--- config.mk ---
export PLATFORM = sky130hd
export DESIGN_NAME = float_argmax_seq
export DESIGN_NICKNAME = d
export VERILOG_FILES = /design/src/rtl/float_argmax_seq.sv
export SDC_FILE = /design/constraint.sdc
export NUM_CORES = 1
export LEC_CHECK = 0
export CORE_MARGIN = 8
export CORE_UTILIZATION = 40
export DETAILED_ROUTE_END_ITERATION = 8
export MAX_ROUTING_LAYER = met4
export PLACE_DENSITY_LB_ADDON = 0.12
export SLEW_MARGIN = 20
export SYNTH_ARGS = -nofsm -noshare
export SYNTH_HDL_FRONTEND = slang
export SYNTH_SLANG_ARGS = --single-unit
--- constraint.sdc ---
create_clock -name clk -period 4.3 [get_ports clk]
set_input_delay 0.43 -clock clk [delete_from_list [all_inputs] [get_ports clk]]
set_output_delay 0.43 -clock clk [all_outputs]
set_load 0.01 [all_outputs]
--- src/rtl/float_argmax_seq.sv ---
// rtl/float_argmax_seq.sv - streaming argmax over N_ELEM single-precision floats
// Holds a running maximum and its index; one comp_float comparison per accepted element.

module comp_float (
  input  logic [31:0] a,
  input  logic [31:0] b,
  output logic [2:0]  flag
);
  // Sign-magnitude ordering on raw fields, so -0.0 sorts below +0.0.
  always_comb begin
    flag = 3'b010;
    if (a != b) begin
      if (a[31] != b[31]) begin
        flag = a[31] ? 3'b001 : 3'b100;
      end else if (!a[31]) begin
        flag = (a[30:0] > b[30:0]) ? 3'b100 : 3'b001;
      end else begin
        flag = (a[30:0] > b[30:0]) ? 3'b001 : 3'b100;
      end
    end
  end
endmodule

module float_argmax_seq #(
  parameter int N_ELEM = 10,
  parameter int IDX_W  = 4
) (
  input  logic             clk,
  input  logic             reset,
  input  logic             start,
  input  logic             in_valid,
  output logic             in_ready,
  input  logic [31:0]      in_data,
  output logic             busy,
  output logic             done,
  output logic [IDX_W-1:0] max_idx,
  output logic [31:0]      max_val
);
  typedef enum logic [1:0] {IDLE, FIRST, SCAN, DONE} state_t;

  localparam logic [IDX_W-1:0] LAST = IDX_W'(N_ELEM - 1);

  state_t           state, next_state;
  logic [IDX_W-1:0] count;
  logic [2:0]       flag;
  logic             accept;

  comp_float u_cmp (
    .a    (in_data),
    .b    (max_val),
    .flag (flag)
  );

  assign in_ready = (state == FIRST) || (state == SCAN);
  assign busy     = in_ready;
  assign accept   = in_valid && in_ready;

  always_comb begin
    next_state = state;
    case (state)
      IDLE:    if (start) next_state = FIRST;
      FIRST:   if (accept) next_state = (N_ELEM == 1) ? DONE : SCAN;
      SCAN:    if (accept && count == LAST) next_state = DONE;
      DONE:    if (start) next_state = FIRST;
      default: next_state = IDLE;
    endcase
  end

  always_ff @(posedge clk) begin
    if (reset) begin
      state   <= IDLE;
      done    <= 1'b0;
      count   <= '0;
      max_idx <= '0;
      max_val <= '0;
    end else begin
      state <= next_state;
      done  <= (next_state == DONE) && (state != DONE);
      if ((state == IDLE || state == DONE) && start) begin
        count <= '0;
      end
      if (state == FIRST && accept) begin
        max_val <= in_data;
        max_idx <= '0;
        count   <= (N_ELEM == 1) ? '0 : IDX_W'(1);
      end
      if (state == SCAN && accept) begin
        if (flag == 3'b100) begin
          max_val <= in_data;
          max_idx <= count;
        end
        // Count saturates at the last index; the scan ends there anyway.
        if (count != LAST) count <= count + 1'b1;
      end
    end
  end
endmodule

==> impl_results.md <==
- Layout cells sized above 1: 4.21%
- Crit-path slowest cell: nor4_1
- Final critical-path required period: 2.92 ns
- Delay-heaviest family, CP: simple AND/OR/NAND/NOR gates
- Peak Freq: between 300 and 400 MHz
- Sum Neg Setup Slack: 0 ns
- Largest net degree at the start of global routing: 79
- Synth top area share: 29.2%
- Top post-synthesis cells by area: dfxtp_1 29%, ha_1 16%, nand2b_1 15%, mux2i_1 12%, inv_1 4.7%
- Critical Path End Type: flop
- Via count: 2421
- DR DRC count: 0
- Nets@finish: 477
- Placed wire-length estimate: 5.11 mm
- WP data arrival: 3.13 ns
- Post-synth top area cell: dfxtp_1
- Num Clock Sinks: 43
- Static leakage: 1.60 nW
- ANT nets after route: 0
- Top FF cell, synth: dfxtp_1
- # resized after CTS: 0
- DRT iter0 DRCs: 102
- Setup CP Type: primary input to flop
- Sequential fraction of the synthesis area: ~29%
- Starting Density: around 41%
- Core outline area: 7210 um2
- CTS Buf Count: 5
- DP Cell Count: ~500
- Slew headroom: between 30 and 40%
- Pre-CTS setup slack: 1.04 ns
- Cell Area, Synth: 2950 um2
- Fin crit share: 67.9%
- Most frequent cell after synthesis: nand2b_1
- Post-CTS Setup Bufs: 0
- Fin. max-slew vios: 0
- First-pass GRT wire length: 11.1 mm
- Peak VDD IR: 0.000135 V
- Placed Area: 3740 um2
- RSZ-0062 raised after global routing: false
- Post-Syn Instances: 333
- Hold buffers post-CTS: 0
- Final setup vio count: 0
- Worst setup SP type: primary input
- Grt ovf: 0
- I/O Buffers: 74
- Cell mode on critical path: nand3_1
- Yosys warns: 0
- Class of the worst hold path: flop to flop
- Diodes inserted: 0
- Ports: 75
- Synth cell types: 41
- Asr flop ratio synth: 0%
- Syn Nets: 406
- Syn avg cell area: 8.86 um2
- Setup slack after layout: 1.38 ns
- Max cap viols: 0
- EDFF count, synth: 0
- Mean routed wirelength per cell: 13.1 um
- Row count: 31
- Router iterations before antenna repair: 4
- FF+latch count, synth: 43
- Clk root buf: clkbuf_8
- Final Hold Vio Count: 0
- Vias per Instance: just under 5
- Clock-pin slew on the worst setup and hold paths: 0.08 ns
- CP required: 4.51 ns
- CP peak stage delay: 0.50 ns
- WL final: 6.60 mm
- Die X-Extent: 102 um
- Worst slew pin tran: about 0.96 ns
- Die Ht: 102 um
- Worst path buffer plus inverter count: 2
- Max clock buf depth: 2
- Area grow syn2layout: 30.3%
- Fin util: about 53%
- Clock latency at the later pin of the worst-skew pair: 0.29 ns
- Worst Path Max Fanout: 23
- Synth top cells by count: 69 x nand2b_1, 43 x dfxtp_1, 37 x ha_1, 37 x inv_1, 36 x mux2i_1
- Initial antenna violation count: 0
- Post-route cell area: 3840 um2
- Post-Layout Cell Count: 503
- Total GRT Usage: 13.4%
- Clock Skew: 0.00686 ns
- Full die area: 10400 um2
- Critical Path, Cell by Cell: clkdlybuf4s50_1 -> ha_1 -> nand4_2 -> nor4_1 -> nand3_1 -> nand3_1 -> nor3_2 -> nor3_4 -> buf_4 -> mux2i_1
- Routability cong.: 0.839
- H-Tree Depth: 2
- Pwr/cell area: approximately 270 nW/um2
- Status: finished, final reports clean
- Number of global-route vias before repair: 2435
- CTS tree: yes
## through the flow
| step | power, mW | hold WS, ns |
|---|---|---|
| 2_1_floorplan | 0.622 | 0.465 |
| 5_1_grt | 1.09 | 0.513 |
| 4_1_cts | 1.05 | 0.496 |
| 3_3_place_gp | 0.732 | 0.475 |
| 6_report | 1.03 | 0.491 |
| 3_5_place_dp | 0.736 | 0.482 |
## report_power, final
group | switching (mW) | internal (mW)
sequential | 0.0198 | 0.421
combinational | 0.131 | 0.151
clock | 0.136 | 0.170
total | 0.286 | 0.742
## cell type report
| class | instances | area [um2] |
|---|---|---|
| inverter | 37 | 139 |
| clock inverter | 1 | 30.0 |
| fill | 715 | 3370 |
| sequential | 43 | 861 |
| multi-input combinational | 241 | 1870 |
| tap | 99 | 124 |
| clock buffer | 6 | 72.6 |
| timing repair buffer | 76 | 751 |
## state kept, by name, indices dropped and copies added, names as in the netlist
name,count
max_idx,4
count,4
max_val,32
state,2
done,1
## metal layers
metal	wire length, um	vias to the layer above	GRT usage [%]
met4	36	0	2.48
met5	0	-	-
li1	-	1266	-
met3	324	5	3.00
met2	3120	49	22.7
met1	3120	1101	16.0
## cell families (layout without fill, tap and decap cells)
logic type      count (synthesis)  in the layout  synth area share, %
buf+inv                        49            120                 7.51
simple gates                  124            124                 25.6
mux                            37             37                 12.6
flops                          43             43                 29.2
fa+ha+maj                      37             37                 15.7
compound gates                 43             43                 9.46
## tightest hold or removal path, delay by kind of cell, from the launching register on
family	cells	cell delay (ns)
AND/OR/NAND/NOR	1	0.07
multiplexers	1	0.06
flip-flops	1	0.32
## placed cells by master, fill, tap and decap left out, types with 2 or more instances in the layout
cell type,n
a211oi_1,2
a21o_1,2
a21oi_1,15
a221oi_1,2
a31oi_1,2
and3_1,2
buf_4,2
clkbuf_8,5
clkdlybuf4s50_1,73
dfxtp_1,43
ha_1,37
inv_1,37
mux2i_1,36
nand2_1,14
nand2b_1,69
nand3_1,7
nand3b_1,4
nand4_1,5
nand4_2,2
nor2_1,10
nor2b_1,3
nor4_1,2
o21a_1,2
o21ai_0,7
o22ai_1,2
## path summary, 6_finish.rpt
check                                       startpoint                     end  slack (ns)  depth (start not counted)
worst max-delay path                       in_data[28]  max_val[12]$_SDFF_PP0_        1.38                         10
worst max register to register  max_val[28]$_SDFF_PP0_  max_val[12]$_SDFF_PP0_        1.58                         10
worst min register to register   max_val[9]$_SDFF_PP0_   max_val[9]$_SDFF_PP0_        0.49                          2
worst min-delay path             max_val[9]$_SDFF_PP0_   max_val[9]$_SDFF_PP0_        0.49                          2
Power figures use the tool's default switching activity.
